$ cat config.mk
export PLATFORM = sky130hd
export DESIGN_NAME = m_mem_access_flat
export DESIGN_NICKNAME = d
export VERILOG_FILES = /design/src/rtl/m_mem_access_pkg.sv /design/src/rtl/m_mem_access_if.sv /design/src/rtl/m_load_ext.sv /design/src/rtl/m_mem_access.sv /design/src/flat_wrapper.sv
export SDC_FILE = /design/constraint.sdc
export NUM_CORES = 1
export LEC_CHECK = 0
export CELL_PAD_IN_SITES_DETAIL_PLACEMENT = 0
export CELL_PAD_IN_SITES_GLOBAL_PLACEMENT = 1
export CORE_MARGIN = 3
export CORE_UTILIZATION = 35
export CTS_CLUSTER_SIZE = 30
export DETAILED_ROUTE_END_ITERATION = 16
export HOLD_SLACK_MARGIN = 0.06
export PLACE_DENSITY = 0.95
export SETUP_SLACK_MARGIN = 0.02
export SLEW_MARGIN = 20
export SYNTH_ARGS = -nofsm -noshare
export SYNTH_HDL_FRONTEND = slang
export SYNTH_SLANG_ARGS = --single-unit
export TNS_END_PERCENT = 1
$ cat constraint.sdc
create_clock -name clk -period 4.3 [get_ports clk]
set_input_delay 0.43 -clock clk [delete_from_list [all_inputs] [get_ports clk]]
set_output_delay 0.43 -clock clk [all_outputs]
set_load 0.02 [all_outputs]
$ cat src/rtl/m_mem_access_pkg.sv
// Shared definitions for the M-stage memory access block: opcodes, FSM encodings,
// byte-enable constants and the op decoder.
package m_mem_access_pkg;

  localparam logic [5:0] OPC_LB  = 6'h20;
  localparam logic [5:0] OPC_LH  = 6'h21;
  localparam logic [5:0] OPC_LW  = 6'h23;
  localparam logic [5:0] OPC_LBU = 6'h24;
  localparam logic [5:0] OPC_LHU = 6'h25;
  localparam logic [5:0] OPC_SB  = 6'h28;
  localparam logic [5:0] OPC_SH  = 6'h29;
  localparam logic [5:0] OPC_SW  = 6'h2B;

  localparam logic [1:0] ST_IDLE = 2'd0;
  localparam logic [1:0] ST_BUSY = 2'd1;
  localparam logic [1:0] ST_DONE = 2'd2;

  localparam logic [3:0] BE_WORD    = 4'b1111;
  localparam logic [3:0] BE_HALF_LO = 4'b0011;
  localparam logic [3:0] BE_HALF_HI = 4'b1100;
  localparam logic [3:0] BE_BYTE0   = 4'b0001;

  typedef enum logic [3:0] {
    OP_NONE, OP_LW, OP_LH, OP_LHU, OP_LB, OP_LBU, OP_SW, OP_SH, OP_SB
  } mem_op_e;

  function automatic mem_op_e decode_op(input logic [5:0] opc);
    mem_op_e op;
    case (opc)
      OPC_LW:  op = OP_LW;
      OPC_LH:  op = OP_LH;
      OPC_LHU: op = OP_LHU;
      OPC_LB:  op = OP_LB;
      OPC_LBU: op = OP_LBU;
      OPC_SW:  op = OP_SW;
      OPC_SH:  op = OP_SH;
      OPC_SB:  op = OP_SB;
      default: op = OP_NONE;
    endcase
    return op;
  endfunction

endpackage

$ cat src/rtl/m_mem_access_if.sv
// Data-memory bus between the M stage (master) and the memory system (slave).
interface m_mem_access_if;
  logic        m_req;
  logic        m_we;
  logic [31:0] m_addr;
  logic [3:0]  m_byteen;
  logic [31:0] m_wdata;
  logic        m_ready;
  logic [31:0] m_rdata;

  modport master (output m_req, m_we, m_addr, m_byteen, m_wdata,
                  input  m_ready, m_rdata);
  modport slave  (input  m_req, m_we, m_addr, m_byteen, m_wdata,
                  output m_ready, m_rdata);
endinterface

$ cat src/rtl/m_load_ext.sv
// Selects the addressed byte/half of a captured bus word and sign- or zero-extends it.
module m_load_ext
  import m_mem_access_pkg::*;
(
  input  logic [31:0] i_word,
  input  logic [1:0]  i_lane,
  input  mem_op_e     i_op,
  output logic [31:0] o_data
);

  logic [7:0]  w_byte;
  logic [15:0] w_half;

  always_comb begin
    w_byte = i_word[7:0];
    case (i_lane)
      2'd1:    w_byte = i_word[15:8];
      2'd2:    w_byte = i_word[23:16];
      2'd3:    w_byte = i_word[31:24];
      default: w_byte = i_word[7:0];
    endcase
  end

  assign w_half = i_lane[1] ? i_word[31:16] : i_word[15:0];

  // Stores and bubbles return zero so W never sees stale bus data.
  always_comb begin
    o_data = 32'h0;
    case (i_op)
      OP_LW:   o_data = i_word;
      OP_LH:   o_data = {{16{w_half[15]}}, w_half};
      OP_LHU:  o_data = {16'h0, w_half};
      OP_LB:   o_data = {{24{w_byte[7]}}, w_byte};
      OP_LBU:  o_data = {24'h0, w_byte};
      default: o_data = 32'h0;
    endcase
  end

endmodule

$ cat src/rtl/m_mem_access.sv
// M-stage memory access: decodes the instruction in M, runs one bus transaction per
// load/store with a bounded wait, and stalls the pipeline until the result is ready.
module m_mem_access
  import m_mem_access_pkg::*;
#(
  parameter int MAX_WAIT = 255,
  parameter int WAIT_W   = 8
) (
  input  logic              clk,
  input  logic              reset,
  input  logic [31:0]       i_M_Instr,
  input  logic [31:0]       i_M_C,
  input  logic [31:0]       i_M_Rt_data,
  input  logic              i_adv,
  m_mem_access_if.master    bus,
  output logic              o_M_stall,
  output logic [31:0]       o_M_mem_data,
  output logic              o_addr_err,
  output logic              o_bus_err
);

  mem_op_e     w_op;
  logic        w_mem_op;
  logic        w_is_word;
  logic        w_is_half;
  logic        w_is_store;
  logic        w_start;
  logic [3:0]  w_byteen;
  logic [31:0] w_wdata;
  logic        w_unused;

  logic [1:0]        r_state;
  logic              r_req;
  logic              r_we;
  logic [31:0]       r_addr;
  logic [3:0]        r_byteen;
  logic [31:0]       r_wdata;
  mem_op_e           r_op;
  logic [1:0]        r_lane;
  logic [WAIT_W-1:0] r_wait_cnt;
  logic [31:0]       r_rdata;
  logic              r_bus_err;

  // Only the major opcode selects a memory op; register/immediate fields are irrelevant here.
  assign w_unused   = ^i_M_Instr[25:0];
  assign w_op       = decode_op(i_M_Instr[31:26]);
  assign w_mem_op   = (w_op != OP_NONE);
  assign w_is_word  = (w_op == OP_LW) || (w_op == OP_SW);
  assign w_is_half  = (w_op == OP_LH) || (w_op == OP_LHU) || (w_op == OP_SH);
  assign w_is_store = (w_op == OP_SW) || (w_op == OP_SH) || (w_op == OP_SB);

  assign o_addr_err = w_mem_op & ((w_is_word & (i_M_C[1:0] != 2'b00)) | (w_is_half & i_M_C[0]));
  assign w_start    = (r_state == ST_IDLE) & w_mem_op & ~o_addr_err;
  assign o_M_stall  = w_start | (r_state == ST_BUSY);

  always_comb begin
    w_byteen = 4'b0000;
    w_wdata  = 32'h0;
    case (w_op)
      OP_LW, OP_SW:          w_byteen = BE_WORD;
      OP_LH, OP_LHU, OP_SH:  w_byteen = i_M_C[1] ? BE_HALF_HI : BE_HALF_LO;
      OP_LB, OP_LBU, OP_SB:  w_byteen = BE_BYTE0 << i_M_C[1:0];
      default:               w_byteen = 4'b0000;
    endcase
    case (w_op)
      OP_SW:   w_wdata = i_M_Rt_data;
      OP_SH:   w_wdata = {2{i_M_Rt_data[15:0]}};
      OP_SB:   w_wdata = {4{i_M_Rt_data[7:0]}};
      default: w_wdata = 32'h0;
    endcase
  end

  always_ff @(posedge clk or negedge reset) begin
    if (!reset) begin
      r_state    <= ST_IDLE;
      r_req      <= 1'b0;
      r_we       <= 1'b0;
      r_addr     <= 32'h0;
      r_byteen   <= 4'b0000;
      r_wdata    <= 32'h0;
      r_op       <= OP_NONE;
      r_lane     <= 2'b00;
      r_wait_cnt <= '0;
      r_rdata    <= 32'h0;
      r_bus_err  <= 1'b0;
    end else begin
      case (r_state)
        ST_IDLE: begin
          if (w_start) begin
            r_state    <= ST_BUSY;
            r_req      <= 1'b1;
            r_we       <= w_is_store;
            r_addr     <= {i_M_C[31:2], 2'b00};
            r_byteen   <= w_byteen;
            r_wdata    <= w_wdata;
            r_op       <= w_op;
            r_lane     <= i_M_C[1:0];
            r_wait_cnt <= '0;
          end
        end
        ST_BUSY: begin
          if (bus.m_ready) begin
            r_req   <= 1'b0;
            r_rdata <= r_we ? 32'h0 : bus.m_rdata;
            r_state <= ST_DONE;
          end else if (r_wait_cnt == WAIT_W'(MAX_WAIT)) begin
            // Abort: the slave never answered, hand W a zero result flagged by bus_err.
            r_req     <= 1'b0;
            r_rdata   <= 32'h0;
            r_bus_err <= 1'b1;
            r_state   <= ST_DONE;
          end else begin
            r_wait_cnt <= r_wait_cnt + 1'b1;
          end
        end
        ST_DONE: begin
          if (i_adv) begin
            r_state    <= ST_IDLE;
            r_wait_cnt <= '0;
            r_bus_err  <= 1'b0;
          end
        end
        default: r_state <= ST_IDLE;
      endcase
    end
  end

  assign bus.m_req    = r_req;
  assign bus.m_we     = r_we;
  assign bus.m_addr   = r_addr;
  assign bus.m_byteen = r_byteen;
  assign bus.m_wdata  = r_wdata;
  assign o_bus_err    = r_bus_err;

  m_load_ext u_load_ext (
    .i_word (r_rdata),
    .i_lane (r_lane),
    .i_op   (r_op),
    .o_data (o_M_mem_data)
  );

endmodule

$ cat src/flat_wrapper.sv
// flat-port wrapper written by rule: the top's interface ports become plain ports
module m_mem_access_flat import m_mem_access_pkg::*;
#(
  parameter int MAX_WAIT = 255,
  parameter int WAIT_W   = 8
)
  (clk, reset, i_M_Instr, i_M_C, i_M_Rt_data, i_adv, o_M_stall, o_M_mem_data, o_addr_err, o_bus_err, bus_m_req, bus_m_we, bus_m_addr, bus_m_byteen, bus_m_wdata, bus_m_ready, bus_m_rdata);
  m_mem_access_if bus_i ();
  input  logic clk;
  input  logic reset;
  input  logic [31:0] i_M_Instr;
  input  logic [31:0] i_M_C;
  input  logic [31:0] i_M_Rt_data;
  input  logic i_adv;
  output logic o_M_stall;
  output logic [31:0] o_M_mem_data;
  output logic o_addr_err;
  output logic o_bus_err;
  output wire logic [$bits(bus_i.m_req)-1:0] bus_m_req;
  output wire logic [$bits(bus_i.m_we)-1:0] bus_m_we;
  output wire logic [$bits(bus_i.m_addr)-1:0] bus_m_addr;
  output wire logic [$bits(bus_i.m_byteen)-1:0] bus_m_byteen;
  output wire logic [$bits(bus_i.m_wdata)-1:0] bus_m_wdata;
  input wire logic [$bits(bus_i.m_ready)-1:0] bus_m_ready;
  input wire logic [$bits(bus_i.m_rdata)-1:0] bus_m_rdata;
  assign bus_m_req = bus_i.m_req;
  assign bus_m_we = bus_i.m_we;
  assign bus_m_addr = bus_i.m_addr;
  assign bus_m_byteen = bus_i.m_byteen;
  assign bus_m_wdata = bus_i.m_wdata;
  assign bus_i.m_ready = bus_m_ready;
  assign bus_i.m_rdata = bus_m_rdata;
  m_mem_access #(.MAX_WAIT(MAX_WAIT), .WAIT_W(WAIT_W)) u_core (.clk(clk), .reset(reset), .i_M_Instr(i_M_Instr), .i_M_C(i_M_C), .i_M_Rt_data(i_M_Rt_data), .i_adv(i_adv), .bus(bus_i), .o_M_stall(o_M_stall), .o_M_mem_data(o_M_mem_data), .o_addr_err(o_addr_err), .o_bus_err(o_bus_err));
endmodule
Yosys cells after proc, flatten, opt, wreduce, memory -nomap -nowiden
Cells that the tools add are included.

Register bits: 117. Bits of input ports: 132. Output and inout bits: 105. Word-level logic and storage cells: 103.

$add $sub $neg: 1. Equality and inequality tests: 33. Shift operators: 1. Mux-type cells: 28. Bitwise logic cells: 8. Reductions and logical operators: 21.

Operators by type and width (number): 32-bit case mux with 5 select lines (1); 32-bit 2-to-1 mux (3); 32-bit case mux with 3 select lines (1); 6-bit == test (second input constant) (8); 8-bit case mux with 3 select lines (2); 8-bit 2-to-1 mux (4); 4-bit case mux with 8 select lines (1); 4-bit by 3-bit == test with 1-bit output (second input constant) (6); 4-bit by 2-bit == test with 1-bit output (second input constant) (4); 16-bit 2-to-1 mux (1); 4-bit case mux with 3 select lines (1); 8-bit by 1-bit adder with 8-bit output (second input constant) (1); 4-bit by 1-bit == test with 1-bit output (second input constant) (2); 8-bit == test (second input constant) (1); 2-bit 2-to-1 mux (4); 2-bit != test (second input constant) (4); 2-bit nonzero test (4); 2-bit == test (second input constant) (3); 1-bit 2-to-1 mux (6); 2-bit case mux with 3 select lines (1); 3-bit AND reduction (2); 3-bit OR reduction (2); 1-bit bitwise AND (5); 1-bit logical OR (5); 16 further kinds (20).

Depth between registers and ports, before layout
Gate-level depths: netlist of run 1.

Word-level depth: 12. Depth in mapped cells: 8. Depth with buffers taken out: 5.

Hierarchy
From an unflattened synthesis of run 1, not the netlist that was laid out.

Cell total of the unflattened synthesis: 462. Area, all modules: 5725.5 sq um.

By module, submodules not included: m_mem_access (times used 1, cells an instance 388, area an instance 5028.6 sq um, seq. area each 2927.8 sq um); m_load_ext (times used 1, cells an instance 74, area an instance 696.9 sq um, seq. area each 0.0 sq um).

Least setup slack after synthesis of run 1
No wires, ideal clock.

Path type: register to output. Start: register u_core.r_lane[0]. End: output o_M_mem_data[20]. Data arrival time: 1.685 ns. Data required time: 3.870 ns. Path slack: 2.185 ns. Stages on the path, launching flop included: 7. Buffers on the path: 2. Path through: dfrtp_1 > buf_6 > mux4_2 > and3b_1 > o21ai_4 > buf_6 > nand2_1.

Word-level cells in the longest chain between the ends: 3. Elaborated cells between the ends (all ways): 5. Those cells by class: eq/ne: 3; mux: 2.

Ends and longest elaborated chain: from (decl) (line m_mem_access.sv:39) `logic [1:0] r_lane;`; from (signal assigned) (line m_mem_access.sv:97) `r_lane <= i_M_C[1:0];`; 2-bit == test or 2-bit by 1-bit == test with 1-bit output (tied branches) (line m_load_ext.sv:16) `case (i_lane)`; 8-bit case mux with 3 select lines * (line m_load_ext.sv:16); 32-bit case mux with 5 select lines * (line m_load_ext.sv:29) `case (i_op)`; to (decl) (line flat_wrapper.sv:16) `output logic [31:0] o_M_mem_data;`.

Mark *: on every way between the ends. The rest lies on a longest branch, timed or not.

Worst setup path after layout of run 1
Start: register u_core.r_lane[0]. End: output o_M_mem_data[18].

The elaborated chain is that of the path after synthesis.

==> flow_summary.ini, run 1 <==
[outcome]
status = complete, no violations

[synth]
synth_edf_count = 0
synth_cell_types = 53
seq_area_frac_synth = 0.526
synth_compound_area_frac = 0.202
synth_area_per_cell_um2 = 11.2
synthMuxAreaShare = 0.119
async_flop_share = 1.00
ys_ff_latch = 117
netlist_area_mm2 = 0.00556
synthAdderAreaFrac = 0.00225
synth_top_area_share = 0.526
yosys-top-cells-area = dfrtp_1 53%, mux2_2 8.1%, a22o_1 6.3%
synth_top_family_by_area = compound AO/OA/AOI/OAI gates
synthCells = 497
synthSimpleGateAreaFrac = 0.111
synthFlopType = dfrtp_1
ys_warn_count = 0
synth_xor_area_frac = 0
yosysTopAreaCell = dfrtp_1

[worst_hold_path]
hp-class = input port to asynchronous set/reset pin

[die]
fp.coreArea_mm2 = 0.0154
num_rows = 45
die_w_um = 132
dieArea_mm2 = 0.0174
initial_core_util = 0.362
dieHeight_um = 132
io_pins = 237

[detailed_routing]
ant_nets = 0
via_count = 4866
drc_errors = 0
drt-wirelength-per-cell_um = 18.2
first_iter_violations = 219
finalWirelength_mm = 16.7
avgViaCountPerCell = 5.29
drtPass1Iterations = 7

[sta]
rsz0062_at_grt = no
fin_crit_ps = 3460
setup_viol = 0
final-hold-violation-count = 0
skew_ps = 6.97
slew_headroom = 0.285
tns_ps = 0
fmax_mhz = 289
fin_crit_sh = 0.805
worstMarginPinSlew_ps = 1070
maxSlewViolCount = 0

[cells_and_area]
area_growth_pct = 50.8
diodes = 0
final_common_cell = clkdlybuf4s50_1
stdcell_count = 919
most-common-layout-cells = 207 x clkdlybuf4s50_1, 117 x dfrtp_1, 77 x nand2_1, 40 x mux2_2, 40 x a22o_1
drive_above_1_share = 0.141
nNetsFinal = 831

[cts]
cts_root_buffer = clkbuf_16
post_cts_buffers = 0
cts_tree = yes
hold_buffers = 0
clkTransAtPathRegs_ps = 50
htreeDepth = 4
cts_inserted_buffers = 17
clk_latency_ps = 410
clkSinkCount = 117
cts-resized-gates = 0
cts_buffer_depth = 2

[global_routing]
grt_pass1_wl_mm = 27.0
grt_max_degree = 110
grt_pass1_vias = 5046
grt_overflow = 0
grt_util_met3 = 0.0840
track_usage = 0.193
grt_antenna_before_repair = 0
grt_most_used_layer = met2
gr-usage-met1 = 0.230
met2_usage = 0.314

[power]
power.density_mw_per_mm2 = 506
max-vdd-ir-drop_mv = 0.373
leakage_nw = 3.52

[worst_setup_path]
r2r-start = u_core.r_state[1]$_DFFE_PN0P_
critPathMaxStageDelay_ps = 700
cp_cell_sequence = mux4_2 -> and3b_1 -> o21ai_4 -> nand2_1 -> clkdlybuf4s50_1
crit_arrival_ps = 3030
crit_start = u_core.r_lane[0]$_DFFE_PN0P_
worstReg2RegEnd = u_core.bus.m_wdata[2]$_DFFE_PN0P_
r2r_cells = 5
cp-start-kind = flip-flop
crit_type = flip-flop to output port
rrSetupSlack_ps = 2020
crit_path_max_fanout = 16
cp-endpoint = o_M_mem_data[18]
required_ps = 3870
critPathSlowestCell = dfrtp_1
critPathCaptureType = output port

[placement]
port_buffers = 208
place_congestion = 0.865
hpwl_mm = 11.9
placed_cells = 890

[flow_run]
max_cap_viol_count = 0
==> logic make-up (layout without fill, tap and decap cells) <==
kind of cell	after synthesis	count (layout)
AOI/OAI and AO/OA	152	152
and+or+nand+nor	129	129
DFF	117	117
muxes	51	51
buffers and inverters	46	256
adders and majority gates	1	1
other	1	2
==> synthesized netlist by cell type, types with 2 or more instances <==
library cell,n
buf_2,15
inv_1,10
a22o_1,40
o211ai_1,2
nor2_1,11
clkbuf_1,15
a22oi_1,32
mux2i_1,3
o21ai_0,34
nand3_1,4
and3_1,2
buf_4,2
buf_1,2
mux2_2,40
nand2_1,77
buf_6,2
o31ai_1,2
a221o_1,8
nor3_1,5
a21o_1,4
o41ai_1,2
nand3b_1,3
dfrtp_1,117
nor2b_1,3
nor3_2,2
o21ai_1,6
mux4_2,8
nand2b_1,8
nor3b_1,3
a211o_1,2
a21oi_1,11
==> flip-flops by register name, indices dropped and copies added (netlist names) <==
name / count
u_core.bus.m_addr: 30
u_core.bus.m_byteen: 4
u_core.bus.m_req: 1
u_core.bus.m_wdata: 32
u_core.bus.m_we: 1
u_core.o_bus_err: 1
u_core.r_lane: 2
u_core.r_op: 4
u_core.r_rdata: 32
u_core.r_state: 2
u_core.r_wait_cnt: 8
==> area by class of cell <==
cell class | count | area (µm²)
flip-flops and latches | 117 | 2930
clock inverters | 9 | 106
well taps | 211 | 264
clock buffers | 20 | 457
multi-input cells | 335 | 2440
fillers | 1324 | 6980
inverters | 10 | 37.5
repair buffers | 217 | 2160
==> stage by stage <==
step | hold slack (ps) | power [mW] | worst slack, ps | util | cell area (µm²)
global placement | 465 | 2.87 | 1290 | 0.509 | 7830
floorplan | 134 | 2.27 | 2190 | - | 5570
CTS | 111 | 4.29 | 763 | 0.546 | 8390
detailed placement | 471 | 2.91 | 1210 | 0.509 | 7830
global route | 144 | 4.45 | 636 | 0.546 | 8390
finish | 94.6 | 4.25 | 840 | 0.546 | 8390
==> layer usage <==
| layer | share of wire | up-vias |
|---|---|---|
| li1 | - | 2235 |
| met1 | 0.40 | 2370 |
| met2 | 0.48 | 238 |
| met3 | 0.11 | 23 |
| met4 | 0.018 | 0 |
| met5 | 0 | - |
==> how the worst min path moves through the flow <==
stage                                  startpoint                                  to  depth (start not counted)
2_1_floorplan                               reset   u_core.bus.m_addr[10]$_DFFE_PN0P_                          0
3_3_place_gp   u_core.bus.m_wdata[24]$_DFFE_PN0P_  u_core.bus.m_wdata[24]$_DFFE_PN0P_                          2
3_5_place_dp   u_core.bus.m_byteen[2]$_DFFE_PN0P_  u_core.bus.m_byteen[2]$_DFFE_PN0P_                          2
4_1_cts                                     reset      u_core.r_rdata[25]$_DFFE_PN0P_                          1
5_1_grt                                     reset        u_core.r_lane[1]$_DFFE_PN0P_                          1
6_report                                    reset       u_core.r_rdata[1]$_DFFE_PN0P_                          1
==> worst max-delay path, delay by kind of cell, from the launching register on <==
family	cells	cell delay [ps]
compound gates	1	420
mux	1	590
simple gates	2	350
flops	1	700
buf+inv	1	560
==> power by group <==
group	switching (mW)	leakage, nW	internal (mW)
logic	0.569	1.73	0.716
clock network	0.484	0.270	0.869
registers	0.248	1.52	1.36
total	1.30	3.52	2.95
Power figures use the tool's default switching activity.
==> run 2, diff against run 1 <==
Settings changed: CORE_UTILIZATION 35 to 29, PLACE_DENSITY 0.95 to 0.88.
Clock period 4.3 ns to 2.9 ns, I/O delays scaled along.
==> run 2 against run 1 <==
Effect of this change: global-route usage shrank 2.9 points; combinational power up 52%; setup slack lost 720 ps; utilization shrank 8.2 points; register-to-register slack got worse by 1300 ps; design area up 3.7%; die area increased by 20%; non-clock buffer count grew 11; final cell count grew 4.0%.
==> flow_summary.ini, run 2 (same netlist as run 1, synthesis figures left out) <==
[die]
dieHeight_um = 144
num_rows = 50
dieArea_mm2 = 0.0209
fp.coreArea_mm2 = 0.0188
initial_core_util = 0.296
io_pins = 237
die_w_um = 144

[power]
power.density_mw_per_mm2 = 794
max-vdd-ir-drop_mv = 0.412
leakage_nw = 3.70

[detailed_routing]
drtPass1Iterations = 6
via_count = 4746
drc_errors = 0
first_iter_violations = 294
finalWirelength_mm = 17.1
drt-wirelength-per-cell_um = 17.9
ant_nets = 0
avgViaCountPerCell = 4.96

[worst_setup_path]
crit_arrival_ps = 2490
rrSetupSlack_ps = 750
crit_path_max_fanout = 16
r2r_cells = 5
path_buf_inv = 2
cp-start-kind = flip-flop
critical_path.top_delay_family = buffers and inverters
worstReg2RegEnd = u_core.bus.m_wdata[5]$_DFFE_PN0P_
critPathMaxStageDelay_ps = 550
cp_cell_sequence = mux4_2 -> and3b_1 -> o21ai_4 -> buf_12 -> nand2_1 -> clkdlybuf4s50_1
critPathCaptureType = output port
crit_start = u_core.r_rdata[31]$_DFFE_PN0P_
r2r-start = u_core.r_state[1]$_DFFE_PN0P_
crit_type = flip-flop to output port
critPathSlowestCell = clkdlybuf4s50_1
required_ps = 2610

[placement]
placed_cells = 920
hpwl_mm = 12.0
port_buffers = 208
place_congestion = 0.830

[cts]
cts_tree = yes
clkTransAtPathRegs_ps = 60
clkSinkCount = 117
cts_buffer_depth = 2
clk_latency_ps = 410
cts_inserted_buffers = 17
htreeDepth = 4
cts_root_buffer = clkbuf_16

[global_routing]
grt_overflow = 0
grt_pass1_vias = 4738
track_usage = 0.164
grt_pass1_wl_mm = 26.5
grt_antenna_before_repair = 0
grt_max_degree = 110

[sta]
rsz0062_at_grt = no
whs_ps = 410
slew_headroom = 0.300
maxSlewViolCount = 0
worstMarginPinSlew_ps = 1040
fin_crit_sh = 0.960
tns_ps = 0
fin_crit_ps = 2780
setup_viol = 0
fmax_mhz = 359
final-hold-violation-count = 0
skew_ps = 4.44

[cells_and_area]
fill_cells = 1732
most-common-layout-cells = 200 x clkdlybuf4s50_1, 116 x dfrtp_1, 77 x nand2_1, 40 x mux2_2, 40 x a22o_1
drive_above_1_share = 0.158
stdcell_count = 956
final_common_cell = clkdlybuf4s50_1
nNetsFinal = 842
diodes = 0
area_growth_pct = 56.4

[flow_run]
max_cap_viol_count = 0

[worst_hold_path]
hp-class = input port to asynchronous set/reset pin

[outcome]
status = complete, no violations
==> run 2: changes by cell type in the layout (fill, tap and decap cells not counted), moves of 3 or more <==
| cell | change |
|---|---|
| buf_4 | +8 |
| clkdlybuf4s50_1 | -7 |
| dlygate4sd2_1 | +7 |
| bufinv_16 | +6 |
| clkinv_2 | -3 |
| clkinvlp_4 | -3 |
==> run 2: worst max path at each step <==
stage	to	slack, ps	cells past startpoint
final	o_M_mem_data[16]	120	6
after global routing	o_M_mem_data[15]	30	5
after CTS	o_M_mem_data[15]	-30	5
after detailed placement	u_core.bus.m_wdata[5]$_DFFE_PN0P_	270	6
after global placement	u_core.bus.m_wdata[1]$_DFFE_PN0P_	320	6
after floorplan	o_M_mem_data[20]	930	6
==> run 2: what timing repair did <==
item                       in CTS  in global routing
gates cloned                    0                  0
setup endpoints to repair      24                  1
setup buffers                   1                  2
hold buffers                    1                  0
pin swaps                       1                  1
hold endpoints to repair       36                  0
resized for setup               8                  0
==> run 2: metal layers <==
layer	up-vias	global-route usage	routed length (µm)
li1	2259	-	-
met1	2306	0.215	7360
met2	166	0.255	8100
met3	15	0.0572	1360
met4	0	0.0535	264
met5	-	0	0
==> run 2: cell type report <==
cell class	instances	area [µm²]	area share
multi-input cells	335	2450	0.281
inverters	10	37.5	0.00431
flip-flops and latches	117	2930	0.337
clock buffers	24	492	0.0565
well taps	234	293	0.0337
repair buffers	228	2260	0.260
clock inverters	8	240	0.0276
==> run 2: per-stage QoR <==
step	utilization	area, µm²	total power [mW]	setup slack [ps]
3_3_place_gp	0.423	7930	4.30	319
5_1_grt	0.464	8700	7.25	28.7
3_5_place_dp	0.423	7930	4.33	274
2_1_floorplan	-	5570	3.37	925
4_1_cts	0.463	8680	6.98	-29.1
6_report	0.464	8700	6.91	116
==> run 2: power breakdown <==
part | leakage [nW] | internal (mW) | switching, mW | total, mW
Clock | 0.355 | 1.88 | 0.735 | 2.62
Sequential | 1.51 | 2.02 | 0.329 | 2.35
Combinational | 1.83 | 1.07 | 0.874 | 1.94
